[src/rtl/img_pattern_src.sv]
// Video test-pattern source: vsync/hsync/valid/data stream with programmable timing,
// four selectable patterns and optional LFSR salt-and-pepper noise.
//
//   state  | meaning
//   IDLE   | waiting for enable; all strobes low
//   ACTIVE | emitting pixels x=0..H_ACTIVE-1 of line y
//   HBLANK | horizontal blanking after line y (vsync still high)
//   VBLANK | V_BLANK blank lines; frame_done on the final cycle
module img_pattern_src #(
    parameter int          H_ACTIVE  = 640,
    parameter int          H_BLANK   = 160,
    parameter int          V_ACTIVE  = 480,
    parameter int          V_BLANK   = 45,
    parameter logic [7:0]  CONST_VAL = 8'h80,
    parameter logic [15:0] LFSR_SEED = 16'hACE1
) (
    input  logic        clk,
    input  logic        rst_n,
    input  logic        enable,
    input  logic [1:0]  pattern_sel,
    input  logic        noise_en,
    input  logic [7:0]  noise_thresh,
    output logic        img_vsync,
    output logic        img_hsync,
    output logic        img_valid,
    output logic [7:0]  img_data,
    output logic        frame_done,
    output logic [15:0] frame_cnt,
    output logic        busy
);

    localparam int H_TOTAL = H_ACTIVE + H_BLANK;
    localparam int XW      = $clog2(H_TOTAL);
    localparam int Y_MAX   = (V_ACTIVE > V_BLANK) ? V_ACTIVE : V_BLANK;
    localparam int YW      = $clog2(Y_MAX);

    typedef enum logic [1:0] {
        IDLE   = 2'd0,
        ACTIVE = 2'd1,
        HBLANK = 2'd2,
        VBLANK = 2'd3
    } state_t;

    state_t        state_q, state_d;
    logic [XW-1:0] x_q, x_d;
    logic [YW-1:0] y_q, y_d;
    logic [1:0]    sel_q, sel_d;
    logic          nen_q, nen_d;
    logic [7:0]    thr_q, thr_d;
    logic [15:0]   lfsr_q, lfsr_d;
    logic          vsync_q, vsync_d;
    logic          hsync_q, hsync_d;
    logic [7:0]    data_q, data_d;
    logic          done_q, done_d;
    logic [15:0]   fcnt_q, fcnt_d;

    logic [7:0]    x8, y8, pat_val, pix;
    logic          lfsr_fb;

    // x/y are narrower or wider than a byte depending on timing; patterns use the low byte.
    always_comb begin
        x8 = 8'(x_q);
        y8 = 8'(y_q);
        unique case (sel_q)
            2'd0:    pat_val = x8;
            2'd1:    pat_val = y8;
            2'd2:    pat_val = (x8[3] ^ y8[3]) ? 8'hFF : 8'h00;
            default: pat_val = CONST_VAL;
        endcase
        if (nen_q && (lfsr_q[15:8] < thr_q))
            pix = lfsr_q[0] ? 8'hFF : 8'h00;
        else
            pix = pat_val;
    end

    assign lfsr_fb = lfsr_q[15] ^ lfsr_q[13] ^ lfsr_q[12] ^ lfsr_q[10];

    always_comb begin
        state_d = state_q;
        x_d     = x_q;
        y_d     = y_q;
        sel_d   = sel_q;
        nen_d   = nen_q;
        thr_d   = thr_q;
        lfsr_d  = lfsr_q;
        vsync_d = 1'b0;
        hsync_d = 1'b0;
        data_d  = 8'h00;
        done_d  = 1'b0;
        fcnt_d  = fcnt_q;

        unique case (state_q)
            IDLE: begin
                if (enable) begin
                    sel_d   = pattern_sel;
                    nen_d   = noise_en;
                    thr_d   = noise_thresh;
                    x_d     = '0;
                    y_d     = '0;
                    state_d = ACTIVE;
                end
            end
            ACTIVE: begin
                vsync_d = 1'b1;
                hsync_d = 1'b1;
                data_d  = pix;
                // Advancing here keeps the LFSR in step with the registered valid strobe.
                lfsr_d  = {lfsr_q[14:0], lfsr_fb};
                if (x_q == XW'(H_ACTIVE - 1)) begin
                    x_d     = '0;
                    state_d = HBLANK;
                end else begin
                    x_d = x_q + 1'b1;
                end
            end
            HBLANK: begin
                vsync_d = 1'b1;
                if (x_q == XW'(H_BLANK - 1)) begin
                    x_d = '0;
                    if (y_q == YW'(V_ACTIVE - 1)) begin
                        y_d     = '0;
                        state_d = VBLANK;
                    end else begin
                        y_d     = y_q + 1'b1;
                        state_d = ACTIVE;
                    end
                end else begin
                    x_d = x_q + 1'b1;
                end
            end
            VBLANK: begin
                if (x_q == XW'(H_TOTAL - 1)) begin
                    x_d = '0;
                    if (y_q == YW'(V_BLANK - 1)) begin
                        y_d    = '0;
                        done_d = 1'b1;
                        fcnt_d = fcnt_q + 16'd1;
                        if (enable) begin
                            sel_d   = pattern_sel;
                            nen_d   = noise_en;
                            thr_d   = noise_thresh;
                            state_d = ACTIVE;
                        end else begin
                            state_d = IDLE;
                        end
                    end else begin
                        y_d = y_q + 1'b1;
                    end
                end else begin
                    x_d = x_q + 1'b1;
                end
            end
            default: state_d = IDLE;
        endcase
    end

    always_ff @(posedge clk) begin
        if (!rst_n) begin
            state_q <= IDLE;
            x_q     <= '0;
            y_q     <= '0;
            sel_q   <= 2'd0;
            nen_q   <= 1'b0;
            thr_q   <= 8'h00;
            lfsr_q  <= LFSR_SEED;
            vsync_q <= 1'b0;
            hsync_q <= 1'b0;
            data_q  <= 8'h00;
            done_q  <= 1'b0;
            fcnt_q  <= 16'h0000;
        end else begin
            state_q <= state_d;
            x_q     <= x_d;
            y_q     <= y_d;
            sel_q   <= sel_d;
            nen_q   <= nen_d;
            thr_q   <= thr_d;
            lfsr_q  <= lfsr_d;
            vsync_q <= vsync_d;
            hsync_q <= hsync_d;
            data_q  <= data_d;
            done_q  <= done_d;
            fcnt_q  <= fcnt_d;
        end
    end

    assign img_vsync  = vsync_q;
    assign img_hsync  = hsync_q;
    assign img_valid  = hsync_q;
    assign img_data   = data_q;
    assign frame_done = done_q;
    assign frame_cnt  = fcnt_q;
    assign busy       = (state_q != IDLE);

endmodule

[config.mk]
export PLATFORM = sky130hd
export DESIGN_NAME = img_pattern_src
export DESIGN_NICKNAME = d
export VERILOG_FILES = /design/src/rtl/img_pattern_src.sv
export SDC_FILE = /design/constraint.sdc
export NUM_CORES = 1
export LEC_CHECK = 0
export ABC_AREA = 1
export BUFFER_PORTS_ARGS = -buffer_cell sky130_fd_sc_hd__clkbuf_2
export CAP_MARGIN = 20
export CORE_MARGIN = 2
export CORE_UTILIZATION = 53
export DETAILED_ROUTE_END_ITERATION = 10
export GPL_TIMING_DRIVEN = 1
export PLACE_DENSITY = 0.76
export SLEW_MARGIN = 20
export SYNTH_ARGS = -nofsm -noshare
export SYNTH_HDL_FRONTEND = slang
export SYNTH_SLANG_ARGS = --single-unit
[constraint.sdc]
create_clock -name clk -period 1.5 [get_ports clk]
set_input_delay 0.3 -clock clk [delete_from_list [all_inputs] [get_ports clk]]
set_output_delay 0.3 -clock clk [all_outputs]
set_load 0.1 [all_outputs]
==> impl_summary.log <==
INFO  metric run_status = finished, violations left
INFO  metric failed_checks = setup timing
INFO  metric critPathLaunchType = register
INFO  metric place_hpwl = 7360 um
INFO  metric die-area = 0.00839 mm2
INFO  metric fillerInstances = 449
INFO  metric io_buf_count = 42
INFO  metric comb_power_share = 48.4%
INFO  metric timing.final.hold_violations = 0
INFO  metric count_of_cell_instances_traversed_by_the_critical_path = 10
INFO  metric worstMarginPinSlew = 570 ps
INFO  metric clkPwrFrac = 20.4%
INFO  metric critPathArrivalTime = 1950 ps
INFO  metric crit_path_max_fanout = 5
INFO  metric ctsHoldBuffers = 0
INFO  metric synth_top_family_by_area = simple AND/OR/NAND/NOR gates
INFO  metric detailedRoute.firstIterationViolations = 269
INFO  metric htree_levels = 3
INFO  metric die_x = 91.6 um
INFO  metric critical_path.top_delay_family = simple AND/OR/NAND/NOR gates
INFO  metric vert_die_dim = 91.6 um
INFO  metric synth_compound_gate_area_share = 12.8%
INFO  metric edff_count_synth = 0
INFO  metric layout-drive-gt1-share = 38.5%
INFO  metric slew_violations = 0
INFO  metric critPathMaxStageDelay = 350 ps
INFO  metric post_synth_instance_area = 0.00407 mm2
INFO  metric final.period_utilization = 113%
INFO  metric clock_tree.root_cell = clkbuf_8
INFO  metric yosys_register_bits = 75
INFO  metric cell_row_count = 31
INFO  metric layout_setup_ws = -189 ps
INFO  metric ys_seq_area_share = 36.9%
INFO  metric yosys.cell_types.count = 33
INFO  metric tritoncts = done
INFO  metric area_of_the_multi_input_gates = 0.00271 mm2
INFO  metric r2r_slack = -190 ps
INFO  metric rsz0062_at_grt = true
INFO  metric synth_top_cells_by_area = dfxtp_1, nand2_1, a21oi_1
INFO  metric path_common_cell = nand2_2
INFO  metric final-seq-area = 0.00157 mm2
INFO  metric synth_fp_nets = 622
INFO  metric critical-path-slowest-cell = dfxtp_2
INFO  metric cp_num_buf_inv = 2
INFO  metric core_area = 0.00733 mm2
INFO  metric dpl_cell_area = 0.00483 mm2
INFO  metric clk_transition_reported_paths = 90 ps
INFO  metric vias = 4626
INFO  metric first_pass_grt_wire_length = 18400 um
INFO  metric final_instance_area = 0.00574 mm2
INFO  metric clock-sinks = 75
INFO  metric drv.max_cap_violation_count = 0
INFO  metric first_global_vias = 4064
INFO  metric synth_top_area_share = 36.9%
INFO  metric synth.largest_area_cell = dfxtp_1
INFO  metric yosys-mux-area-fraction = 0%
INFO  metric crit-reg2reg-capture = thr_q[4]
INFO  metric max_freq = 0.592 GHz
INFO  metric hold_path.startpoint = noise_thresh[1]
INFO  metric place_congestion = 0.872
INFO  metric areaGrowthSynthToFinish = 41.1%
INFO  metric p_sw_share = 43.2%
INFO  metric worstReg2RegStart = y_q[0]
INFO  metric yosysWarnings = 0
INFO  metric antennaDiodeCount = 0
INFO  metric reg2regPathDepth = 10
INFO  metric totalPowerFinal = 8.23 mW
INFO  metric synth_area_per_cell = 6.87 um2
INFO  metric simple_gate_share_of_the_synthesized_area = 33.4%
INFO  metric syn-instance-count = 592
INFO  metric power_frac_seq = 31.2%
INFO  metric fin_tns_setup = -4230 ps
INFO  metric ctsLongestPathBuffers = 2
INFO  metric netSwitchingPower = 3.55 mW
INFO  metric ys_async_sr_fraction = 0%
INFO  metric pwr_density_cell = 1430 mW/mm2
INFO  metric drcViolationCount = 0
INFO  metric start_util = 55.5%
INFO  metric global_route.overflow_total = 0
INFO  metric slew_limit_headroom = 62.1%
INFO  metric grt.total_usage = 27.0%
INFO  metric min_path_cells = 3
INFO  metric num_io_pins = 43
INFO  metric timing.final.setup_violations = 52
INFO  metric synth_xor_area_share = 3.23%
INFO  metric required_arrival_time_at_the_worst_endpoint = 1770 ps
INFO  metric synth_adder_area_share = 4.92%
INFO  metric finalCriticalPeriod = 1690 ps
INFO  metric setup.worst_path.end_class = register
INFO  metric max-vdd-ir-drop = 1.19 mV
INFO  metric holdPathEnd = thr_q[1]
INFO  metric fin_worst_hold_slack = 199 ps
INFO  metric critical_path.cell_chain = inv_2, ha_4, nand2_2, nor3_2, nand2_2, nand2_4, nand3_4, clkbuf_16, o21ai_2, a21oi_1
INFO  metric path_class = reg2reg
INFO  metric fin_worst_skew = 17.0 ps
INFO  metric vias_per_cell = 5.86
INFO  metric route.detailed.wl_per_inst = 17.1 um
INFO  metric firstDrtPassIters = 5
INFO  metric internal-power = 4.68 mW
INFO  metric antenna_left = 0
INFO  metric leakage = 2.38 nW
INFO  metric grt_antenna_before_repair = 0
INFO  metric hold_class = in2reg
INFO  metric yosys_most_used_dff = dfxtp_1
INFO  metric nets = 716
INFO  metric utilization = 78.3%
INFO  metric finalWirelength = 13500 um
INFO  metric clock_buffers_created_by_tritoncts = 9
INFO  metric worstSkewPairLatency = 380 ps
INFO  metric grt_start_max_net_pins = 25
[area by class of cell]
| cell class | instances | area share (%) |
|---|---|---|
| sequential | 75 | 27.3 |
| multi-input combinational | 434 | 47.2 |
| clock inverter | 6 | 1.22 |
| inverter | 61 | 4.60 |
| tap | 99 | 2.16 |
| timing repair buffer | 104 | 14.8 |
| timing repair inverter | 1 | 0.284 |
| clock buffer | 10 | 2.40 |
[layout by cell type (no fill, tap or decap), drive strengths merged, types with 2 or more instances in the layout]
| cell | n |
|---|---|
| ha | 16 |
| a21oi | 60 |
| o21a | 2 |
| xor2 | 11 |
| inv | 62 |
| nand2 | 172 |
| nand3 | 52 |
| nor2 | 53 |
| o21ai | 30 |
| dfxtp | 75 |
| nor3 | 11 |
| buf | 75 |
| nand4 | 19 |
| clkinv | 4 |
| xnor2 | 4 |
| clkbuf | 39 |
| o211ai | 2 |
[worst min-delay path, delay by kind of cell]
kind                   cells  cell delay [ps]
buffers and inverters      1               90
AOI/OAI and AO/OA          2              150
[cells by family after synthesis]
logic type / Yosys count
simple gates: 306
compound gates: 95
fa+ha+maj: 16
xor+xnor: 15
flops: 75
buf+inv: 85
[synthesized netlist by cell type (8+ instances only)]
cell type and instances:
nand2_1 166, dfxtp_1 75, inv_1 53, a21oi_1 51, nor2_1 49, nand3_1 48
o21ai_0 20, nand4_1 19, ha_1 16, clkbuf_1 11, xor2_1 11, o21ai_1 10
a21oi_2 9, nor3_1 9, buf_2 8
[layer usage]
metal,vias to the layer above,GRT usage [%],wire [um]
li1,2119,-,-
met1,2168,32.6,5150
met2,261,45.8,6620
met3,78,5.15,998
met4,0,13.1,781
met5,-,0,0
[timing repair]
| item | in CTS | in global routing |
|---|---|---|
| gates resized for setup | 39 | 96 |
| buffers inserted | 6 | 5 |
| hold endpoints to repair | 0 | 0 |
| pin swaps | 6 | 33 |
| setup endpoints to repair | 55 | 64 |
| cloned | 2 | 4 |
[worst max-delay path by stage]
stage / endpoint / start / slack (ps)
3_3_place_gp: state_q[1] / y_q[0] / -70
3_5_place_dp: y_q[2] / y_q[1] / -150
2_1_floorplan: frame_cnt[14] / frame_cnt[0] / -30
4_1_cts: busy / state_q[1] / -70
5_1_grt: thr_q[4] / y_q[0] / -250
6_report: thr_q[4] / y_q[0] / -190
[per-stage QoR]
step | cells | setup slack (ps)
after floorplan | 592 | -26.5
after global placement | 757 | -68.0
after detailed placement | 757 | -148
after CTS | 781 | -71.2
after global routing | 790 | -254
final | 790 | -189
[state kept, by name (all words and copies together), names as in the netlist]
name        count
frame_cnt      16
lfsr_q         16
x_q            10
y_q             9
img_data        8
thr_q           8
sel_q           2
state_q         2
frame_done      1
img_hsync       1
img_vsync       1
nen_q           1
[power groups by stage]
| stage | Combinational, mW | Sequential, mW | Clock, mW |
|---|---|---|---|
| floorplan | 1.75 | 2.69 | 0 |
| global placement | 2.69 | 2.52 | 0 |
| detailed placement | 2.80 | 2.54 | 0 |
| CTS | 3.11 | 2.51 | 1.67 |
| global route | 4.24 | 2.60 | 1.77 |
| finish | 3.98 | 2.57 | 1.68 |
Power figures use the tool's default switching activity.
